`src/rtl/tt_pkg.sv`:
```
// tt_pkg: shared types and sizes for the tt_sweep truth-table sweeper.
//   tt_state_e : sweep FSM states (IDLE -> RUN -> FIN -> IDLE)
//   VEC_N      : number of input vectors of the 4-input function
//   IDX_W      : width of the vector index
//   SIG_W      : width of the captured truth-table signature
package tt_pkg;

  localparam int VEC_N = 16;
  localparam int IDX_W = 4;
  localparam int SIG_W = 16;

  typedef enum logic [1:0] {
    ST_IDLE = 2'd0,
    ST_RUN  = 2'd1,
    ST_FIN  = 2'd2
  } tt_state_e;

endpackage

```
`src/rtl/tt_dwell_cnt.sv`:
```
// tt_dwell_cnt: load/decrement hold counter for one sweep vector.
//   clk, rst_n : clock, asynchronous active-low reset (count resets to 0)
//   load_i     : reload the count to DWELL-1 (has priority over dec_i)
//   dec_i      : decrement by one; holds at zero
//   zero_o     : count is zero, i.e. this is the last cycle of the hold
module tt_dwell_cnt #(
  parameter int DWELL = 20
) (
  input  logic clk,
  input  logic rst_n,
  input  logic load_i,
  input  logic dec_i,
  output logic zero_o
);

  localparam int CW = $clog2(DWELL + 1);
  localparam logic [CW-1:0] RELOAD = CW'(DWELL - 1);

  logic [CW-1:0] cnt_q, cnt_d;

  always_comb begin
    cnt_d = cnt_q;
    if (load_i) begin
      cnt_d = RELOAD;
    end else if (dec_i && (cnt_q != '0)) begin
      cnt_d = cnt_q - 1'b1;
    end
  end

  always_ff @(posedge clk or negedge rst_n) begin
    if (!rst_n) begin
      cnt_q <= '0;
    end else begin
      cnt_q <= cnt_d;
    end
  end

  assign zero_o = (cnt_q == '0);

endmodule

```
`src/rtl/tt_sweep.sv`:
```
// tt_sweep: drives A,B,C,D through all 16 vectors in ascending order, holds
// each for DWELL cycles, samples f on the last cycle of each hold into sig,
// then compares sig against EXP and reports pass with a one-cycle done.
//   clk, rst_n   : clock, asynchronous active-low reset
//   start        : begin a sweep (only honoured in IDLE)
//   f            : output of the function under test
//   A,B,C,D      : applied vector, {A,B,C,D} == idx, A is the MSB
//   idx          : current vector index
//   busy         : sweep in progress
//   done         : one-cycle pulse after the final sample
//   pass         : sig == EXP, valid from done until the next start
//   sig          : captured truth table, bit i = f for vector i
//   err_cnt      : (TT_SWEEP_ERRCNT_EN only) number of vectors where f != EXP[i]
//   state_dbg    : current FSM state, for observation only
// Optional feature macro: TT_SWEEP_ERRCNT_EN.
// There is no streaming handshake: start is a level sampled in IDLE only, and
// done is a single-cycle strobe with no back-pressure.
module tt_sweep
  import tt_pkg::*;
#(
  parameter int               DWELL = 20,
  parameter logic [SIG_W-1:0] EXP   = 16'h0000
) (
  input  logic             clk,
  input  logic             rst_n,
  input  logic             start,
  input  logic             f,
  output logic             A,
  output logic             B,
  output logic             C,
  output logic             D,
  output logic [IDX_W-1:0] idx,
  output logic             busy,
  output logic             done,
  output logic             pass,
  output logic [SIG_W-1:0] sig,
`ifdef TT_SWEEP_ERRCNT_EN
  output logic [4:0]       err_cnt,
`endif
  output tt_state_e        state_dbg
);

  localparam logic [IDX_W-1:0] LAST_IDX = IDX_W'(VEC_N - 1);

  tt_state_e        state_q, state_d;
  logic [IDX_W-1:0] idx_q, idx_d;
  logic [SIG_W-1:0] sig_q, sig_d;
  logic             pass_q, pass_d;
  logic             cnt_load, cnt_dec, cnt_zero;
`ifdef TT_SWEEP_ERRCNT_EN
  logic [4:0]       errc_q, errc_d;
`endif

  tt_dwell_cnt #(.DWELL(DWELL)) u_cnt (
    .clk    (clk),
    .rst_n  (rst_n),
    .load_i (cnt_load),
    .dec_i  (cnt_dec),
    .zero_o (cnt_zero)
  );

  always_comb begin
    state_d  = state_q;
    idx_d    = idx_q;
    sig_d    = sig_q;
    pass_d   = pass_q;
    cnt_load = 1'b0;
    cnt_dec  = 1'b0;
`ifdef TT_SWEEP_ERRCNT_EN
    errc_d   = errc_q;
`endif
    case (state_q)
      ST_IDLE: begin
        if (start) begin
          state_d  = ST_RUN;
          idx_d    = '0;
          sig_d    = '0;
          pass_d   = 1'b0;
          cnt_load = 1'b1;
`ifdef TT_SWEEP_ERRCNT_EN
          errc_d   = '0;
`endif
        end
      end
      ST_RUN: begin
        if (cnt_zero) begin
          // Last cycle of this vector's hold: capture f.
          sig_d[idx_q] = f;
`ifdef TT_SWEEP_ERRCNT_EN
          if (f != EXP[idx_q]) errc_d = errc_q + 5'd1;
`endif
          if (idx_q != LAST_IDX) begin
            idx_d    = idx_q + 1'b1;
            cnt_load = 1'b1;
          end else begin
            // Compare with the signature including bit 15 so pass is
            // visible in the same cycle as done.
            state_d = ST_FIN;
            pass_d  = (sig_d == EXP);
          end
        end else begin
          cnt_dec = 1'b1;
        end
      end
      ST_FIN: begin
        state_d = ST_IDLE;
      end
      default: begin
        state_d = ST_IDLE;
      end
    endcase
  end

  always_ff @(posedge clk or negedge rst_n) begin
    if (!rst_n) begin
      state_q <= ST_IDLE;
      idx_q   <= '0;
      sig_q   <= '0;
      pass_q  <= 1'b0;
    end else begin
      state_q <= state_d;
      idx_q   <= idx_d;
      sig_q   <= sig_d;
      pass_q  <= pass_d;
    end
  end

`ifdef TT_SWEEP_ERRCNT_EN
  always_ff @(posedge clk or negedge rst_n) begin
    if (!rst_n) begin
      errc_q <= '0;
    end else begin
      errc_q <= errc_d;
    end
  end

  assign err_cnt = errc_q;
`endif

  assign {A, B, C, D} = idx_q;
  assign idx          = idx_q;
  assign busy         = (state_q == ST_RUN);
  assign done         = (state_q == ST_FIN);
  assign pass         = pass_q;
  assign sig          = sig_q;
  assign state_dbg    = state_q;

endmodule
```
`config.mk`:
```
export PLATFORM = sky130hd
export DESIGN_NAME = tt_sweep
export DESIGN_NICKNAME = d
export VERILOG_FILES = /design/src/rtl/tt_pkg.sv /design/src/rtl/tt_dwell_cnt.sv /design/src/rtl/tt_sweep.sv
export SDC_FILE = /design/constraint.sdc
export NUM_CORES = 1
export LEC_CHECK = 0
export CAP_MARGIN = 20
export CORE_MARGIN = 4
export CORE_UTILIZATION = 48
export DETAILED_ROUTE_END_ITERATION = 10
export PLACE_DENSITY = 0.75
export SETUP_SLACK_MARGIN = 0.02
export SKIP_LAST_GASP = 1
export SYNTH_ARGS = -nofsm -noshare
export SYNTH_HDL_FRONTEND = slang
export SYNTH_SLANG_ARGS = --single-unit
```
`constraint.sdc`:
```
create_clock -name clk -period 5.5 [get_ports clk]
set_input_delay 1.1 -clock clk [delete_from_list [all_inputs] [get_ports clk]]
set_output_delay 1.1 -clock clk [all_outputs]
set_load 0.02 [all_outputs]
```
-- Word level (Yosys, flattened, before mapping)
Cells that the tools add are included.
Widths: inputs -> output; s select.
- register bits: 28
- bits of input ports: 4
- output and inout bits: 29
- logic and storage cells: 54
- add/sub/neg operators: 2
- $lt $le $gt $ge: 2
- equality and inequality tests: 7
- mux-type cells: 26
- reduce and logical (&&, ||, !) cells: 12
- operators with widths (operator ; count):
    $mux 16 ; 2
    $pmux 16 s2 ; 1
    $bwmux 16 ; 1
    $logic_not 16->1 ; 1
    $mux 4 ; 3
    $mux 5 ; 2
    $mux 1 ; 9
    $pmux 4 s2 ; 1
    $reduce_and 4->1 ; 2
    $mux 2 ; 3
    $reduce_and 3->1 ; 2
    $logic_not 5->1 ; 1
    $lt 4x5->1 const B ; 1
    $reduce_bool 5->1 ; 1
    $sub 5x1->5 const B ; 1
    $add 4x1->4 const B ; 1
    $demux 1 s4 ; 1
    $ge 4x1->1 const B ; 1
    $ne 2x1->1 const B ; 2
    $ne 2x2->1 const B ; 2
    $ne 4x4->1 const B ; 1
    $pmux 1 s2 ; 2
    $pmux 2 s2 ; 1
    $reduce_bool 2->1 ; 2
    other kinds (4) ; 5

-- Logic depth before layout (Yosys ltp)
Gate-level depths: netlist (run 1).
- word-level depth: 9
- depth in mapped cells: 8
- depth with buffers taken out: 7

-- Cells and area by module
Synthesis (run 1) repeated with hierarchy kept, for this count alone.
- cell total of the unflattened synthesis: 192
- area, all modules: 1755.4 µm²
- modules (own cells, without submodules) (module ; times used ; cells an instance ; area an instance (µm²) ; seq. area each (µm²)):
    tt_sweep ; 1 ; 166 ; 1471.4 ; 575.6
    tt_dwell_cnt ; 1 ; 26 ; 284.0 ; 125.1

-- Least setup slack after synthesis (run 1)
OpenSTA, ideal clock, no wires.
- path type: register -> output
- from: register state_q[0], in the netlist state_dbg[0]
- to: output busy
- arrival: 1.036 ns
- data required time: 4.400 ns
- slack: 3.364 ns
- cell stages (with the launch flop): 4
- path buffers: 1
- cell sequence: dfrtp_1 > clkbuf_1 > nand2b_1 > inv_1
- word-level cells in the longest chain between the ends: 1
- RTL lines (element ; RTL line ; source):
    start: declaration ; tt_sweep.sv:45 ; tt_state_e state_q, state_d;
    start signal: assignment ; tt_sweep.sv:121 ; state_q <= state_d;
    $eq 2x1->1 ; tt_sweep.sv:142 ; assign busy = (state_q == ST_RUN);
    end: declaration ; tt_sweep.sv:33 ; output logic busy,
No other way between the ends.

-- Worst setup path in the final report (run 1)
- from: register state_q[1], in the netlist state_dbg[1]
- to: output busy
The elaborated chain is that of the path after synthesis.

==> flow_metrics.tcl, run 1 <==
set metrics [dict create \
    status "completed" \
    grt_overflow 0 \
    max_freq_ghz 0.341 \
    final-setup-viol-count 0 \
    dr_total_vias 1549 \
    critPathArrivalTime_ns 1.83 \
    syn-instance-count 202 \
    grtUsageMet2 0.294 \
    synth_area_per_cell_um2 8.47 \
    grt_start_max_net_pins 29 \
    crit_type "reg -> out" \
    hold_violations 0 \
    cp_max_fo 8 \
    routed_wl_um 4050 \
    drc 0 \
    cts_tree "yes" \
    cts_hold_buf 0 \
    power_density_mw_per_mm2 529 \
    rsz0062_at_grt "false" \
    dp_hpwl_um 2880 \
    final_common_cell "clkdlybuf4s50_1" \
    antenna_left 0 \
    ys_ff_latch 28 \
    timing.setup.tns_ns 0 \
    post-cts-setup-buffer-count 0 \
    pin_count 33 \
    nNetsFinal 235 \
    antenna_found_initial 0 \
    coreArea_mm2 0.00339 \
    critPathLaunchType "flip-flop" \
    drive_above_1_share 0.0402 \
    fin_crit_sh 0.533 \
    synth-edff-count 0 \
    ys.warnings.count 0 \
    preCtsSetupSlack_ns 2.68 \
    cts_buffer_depth 2 \
    critPathLaunch "state_dbg[1]$_DFFE_PN0P_" \
    fp.dieW_um 67.7 \
    drv_slew 0 \
    insertion_delay_ns 0.34 \
    leakagePower_nw 0.893 \
    routabilityCongestion 0.885 \
    synthDistinctLibCells 41 \
    hp-class "reg -> reg" \
    cts_buffers 3 \
    clockRootBuffer "clkbuf_4" \
    rr_worst_depth 7 \
    synth_top_flop_cell "dfrtp_1" \
    die_area_mm2 0.00459 \
    dr.pass1.iters 4 \
    diodes 0 \
    die_h_um 67.7 \
    drv_cap 0 \
    grt_pass1_wl_um 6940 \
    grt_pass1_vias 1457 \
    rows 21 \
    start_util 0.505 \
    clkTransAtPathRegs_ns 0.16 \
    htreeDepth 1 \
    synth_area_mm2 0.00171 \
    period_needed_ns 2.93 \
    clock-sinks 28 \
    clock_skew_ns 0.0120 \
    endpoint_kind "output pin" \
    yosysSeqAreaShare 0.409 \
    cp.required_ns 4.40 \
    area_delta_synth_final_pct 20.8 \
    grt_use_total 0.199 \
    top_usage_layer "met2" \
    r2r_end "sig[12]$_DFFE_PN0P_" \
    worst_pin_slew_ns 0.645 \
    setup.worst_path.end "busy" \
    grt_util_met3 0.0466 \
    synth_fp_nets 212 \
    port_buffers 32 \
    drtIter0Drc 166 \
    post_cts_resized 0 \
    wl_per_cell_um 15.0 \
    grt_use_met1 0.289 \
    mostFrequentLayoutCells "32 x clkdlybuf4s50_1, 28 x dfrtp_1, 25 x nand2_1" \
    slew_headroom 0.570 \
    rr_startpoint "u_cnt.cnt_q[0]$_DFFE_PN0P_" \
    worst_slack_ns 2.57 \
    vdd_ir_drop_max_mv 0.269 \
    reg2reg_slack_ns 3.08 \
    routed_via_density 5.74 \
    postSynth.asyncResetShare 1.00 \
]
-- power breakdown --
group	total, mW	switching, mW	internal, mW
Clock	0.135	0.0614	0.0737
Sequential	0.356	0.0871	0.269
Combinational	0.603	0.340	0.262
Total	1.09	0.489	0.605
-- Yosys cell counts (2+ instances only) --
cell type | n | area share
a211o_1 | 2 | 0.010
a21o_1 | 2 | 0.0088
a21oi_1 | 16 | 0.047
a311oi_1 | 3 | 0.015
a31oi_1 | 2 | 0.0073
buf_2 | 2 | 0.0058
buf_4 | 4 | 0.018
clkbuf_1 | 8 | 0.018
dfrtp_1 | 28 | 0.41
ha_1 | 6 | 0.044
inv_1 | 9 | 0.020
mux2i_1 | 2 | 0.012
nand2_1 | 25 | 0.055
nand2b_1 | 4 | 0.015
nand3_1 | 8 | 0.023
nand3b_1 | 3 | 0.013
nand4_1 | 2 | 0.0073
nor2_1 | 14 | 0.031
nor2b_1 | 3 | 0.011
nor3_1 | 3 | 0.0088
o21ai_0 | 24 | 0.070
o22ai_1 | 4 | 0.015
o31ai_1 | 6 | 0.026
o32ai_1 | 2 | 0.010
xnor2_1 | 4 | 0.020
-- metal layers --
layer / up-vias / part of all wire
met5: - / 0
met4: 0 / 0.0059
met3: 2 / 0.073
met2: 63 / 0.44
met1: 720 / 0.48
li1: 764 / -
-- registers in the layout, summed over array words and instances (netlist names) --
signal       flops
u_cnt.cnt_q      5
idx              4
pass             1
sig             16
state_dbg        2
-- stage by stage --
| stage | power, mW | utilization | hold slack [ns] | area [um^2] | instances |
|---|---|---|---|---|---|
| floorplan | 0.773 | - | 0.468 | 1710 | 202 |
| global route | 1.18 | 0.610 | 0.565 | 2070 | 270 |
| global placement | 0.949 | 0.595 | 0.489 | 2020 | 266 |
| detailed placement | 0.955 | 0.595 | 0.476 | 2020 | 266 |
| finish | 1.09 | 0.610 | 0.525 | 2070 | 270 |
| CTS | 1.09 | 0.610 | 0.530 | 2070 | 270 |
-- worst max-delay path, stage by stage (launching register included) --
cell,delay [ns]
dfrtp_1,0.48
nand2b_1,0.20
inv_1,0.18
clkdlybuf4s50_1,0.64
-- how the worst min path moves through the flow --
stage	depth (start not counted)	to	slack, ns	startpoint
finish	2	pass$_DFFE_PN0P_	0.52	pass$_DFFE_PN0P_
detailed placement	2	pass$_DFFE_PN0P_	0.48	pass$_DFFE_PN0P_
global route	2	pass$_DFFE_PN0P_	0.57	pass$_DFFE_PN0P_
CTS	2	pass$_DFFE_PN0P_	0.53	pass$_DFFE_PN0P_
global placement	2	pass$_DFFE_PN0P_	0.49	pass$_DFFE_PN0P_
floorplan	2	u_cnt.cnt_q[4]$_DFFE_PN0P_	0.47	u_cnt.cnt_q[4]$_DFFE_PN0P_
-- final cells by class --
class / count / area (um^2)
clock buffer: 3 / 22.5
clock inverter: 1 / 30.0
sequential: 28 / 701
fill: 281 / 1320
inverter: 9 / 33.8
multi-input combinational: 150 / 896
tap: 46 / 57.6
timing repair buffer: 33 / 328
-- logic make-up after synthesis --
family          share of synthesized area
compound gates                      0.241
xor+xnor                           0.0256
fa+ha+maj                          0.0439
buf+inv                            0.0673
flops                               0.409
mux                                0.0117
simple gates                        0.202
(Power assumes the default switching activity.)
==> inputs of run 2 (changes only) <==
clock period = 3 ns   (was 5.5 ns; I/O delays follow)
==> run 2 against run 1 <==
Combinational power rose by 84%. Clock power up 81%. Largest cell class unchanged. Count of clock-buffer cells in the layout did not move. Non-clock buffer count increased by 1. Worst setup slack got worse by 2.0 ns. Sequential power is 84% higher. Critical path type unchanged. Die area unchanged. Global-route usage is 0.52 points higher. Final cell count rose by 0.37%.
==> flow_metrics.tcl, run 2 (synthesized netlist as in run 1, its figures left out) <==
set metrics [dict create \
    status "completed" \
    drtIter0Drc 135 \
    crit_type "reg -> out" \
    final_common_cell "clkdlybuf4s50_1" \
    dr_total_vias 1592 \
    final-setup-viol-count 0 \
    drive_above_1_share 0.0444 \
    crit_slowest_cell "clkdlybuf4s50_1" \
    htreeDepth 1 \
    pin_count 33 \
    grt_pass1_wl_um 7040 \
    leakagePower_nw 0.897 \
    clock-sinks 28 \
    grt_pass1_vias 1416 \
    post_cts_resized 0 \
    endpoint_kind "output pin" \
    hold_violations 0 \
    routabilityCongestion 0.901 \
    clock_skew_ns 0.0122 \
    rsz0062_at_grt "false" \
    cp.required_ns 2.40 \
    post-cts-setup-buffer-count 0 \
    drc 0 \
    coreArea_mm2 0.00339 \
    worst_pin_slew_ns 0.627 \
    dp_cells 267 \
    grt_use_total 0.204 \
    max_freq_ghz 0.410 \
    die_h_um 67.7 \
    timing.setup.tns_ns 0 \
    rows 21 \
    critPathArrivalTime_ns 1.84 \
    largest_reg_flops 16 \
    instances_no_fill 271 \
    crit_path_cell_trace "nand2b_1 -> inv_1 -> clkdlybuf4s50_1" \
    start_util 0.505 \
    nNetsFinal 236 \
    routed_wl_um 4170 \
    antenna_left 0 \
    drv_cap 0 \
    insertion_delay_ns 0.33 \
    routed_via_density 5.87 \
    grt_overflow 0 \
    slew_headroom 0.582 \
    fin_crit_sh 0.813 \
    diodes 0 \
    area_delta_synth_final_pct 21.3 \
    period_needed_ns 2.44 \
    dr.pass1.iters 4 \
    mostFrequentLayoutCells "32 x clkdlybuf4s50_1, 28 x dfrtp_1, 25 x nand2_1" \
    antenna_found_initial 0 \
    critPathLaunchType "flip-flop" \
    clockRootBuffer "clkbuf_4" \
    fp.dieW_um 67.7 \
    cts_buffer_depth 2 \
    power_density_mw_per_mm2 971 \
    cts_tree "yes" \
    drv_slew 0 \
    clkTransAtPathRegs_ns 0.15 \
    cp_max_fo 10 \
    die_area_mm2 0.00459 \
    hp-class "reg -> reg" \
    port_buffers 32 \
    dp_hpwl_um 2990 \
    cts_buffers 3 \
    cts_hold_buf 0 \
    wl_per_cell_um 15.4 \
    vdd_ir_drop_max_mv 0.534 \
    grt_start_max_net_pins 29 \
    cpPeakStageDelay_ns 0.64 \
]
## run 2: through the flow
| step | utilization | hold WS [ns] | setup slack (ns) | power (mW) | cell area (um^2) |
|---|---|---|---|---|---|
| after floorplan | - | 0.304 | 0.942 | 1.42 | 1710 |
| after global placement | 0.597 | 0.490 | 0.733 | 1.75 | 2020 |
| after detailed placement | 0.597 | 0.486 | 0.644 | 1.76 | 2020 |
| after CTS | 0.612 | 0.540 | 0.553 | 2.02 | 2080 |
| after global routing | 0.612 | 0.554 | 0.463 | 2.17 | 2080 |
| final | 0.612 | 0.531 | 0.561 | 2.02 | 2080 |
## run 2: critical path, delay by kind of cell, from the launching register on
kind | cells | cell delay [ns]
buffers and inverters | 2 | 0.82
DFF | 1 | 0.55
and+or+nand+nor | 1 | 0.14
## run 2: area by class of cell
type                       instances  area (um^2)
multi-input combinational        150          896
timing repair buffer              34          335
fill                             297         1310
clock buffer                       3         22.5
sequential                        28          701
tap                               46         57.6
clock inverter                     1         30.0
inverter                           9         33.8
## run 2: path summary, 6_finish.rpt
kind | startpoint | end | slack [ns] | depth (start not counted)
worst max-delay path | state_dbg[0]$_DFFE_PN0P_ | busy | 0.56 | 3
worst min-delay path | pass$_DFFE_PN0P_ | pass$_DFFE_PN0P_ | 0.53 | 2
worst max register to register | u_cnt.cnt_q[0]$_DFFE_PN0P_ | idx[0]$_DFFE_PN0P_ | 0.62 | 7
worst min register to register | pass$_DFFE_PN0P_ | pass$_DFFE_PN0P_ | 0.53 | 2
max in group asynchronous | rst_n | state_dbg[1]$_DFFE_PN0P_ | 2.11 | 2
min in group asynchronous | rst_n | sig[14]$_DFFE_PN0P_ | 0.61 | 2
## run 2: report_power, final
part           internal (mW)  switching [mW]
logic                  0.484           0.631
clock network          0.135           0.109
registers              0.493           0.163
## run 2: metal layers
metal | GRT usage | vias up | part of all wire
met1 | 0.283 | 750 | 0.46
met3 | 0.0433 | 4 | 0.071
met4 | 0.0506 | 0 | 0.0081
met5 | 0 | - | 0
li1 | - | 766 | -
met2 | 0.322 | 72 | 0.46
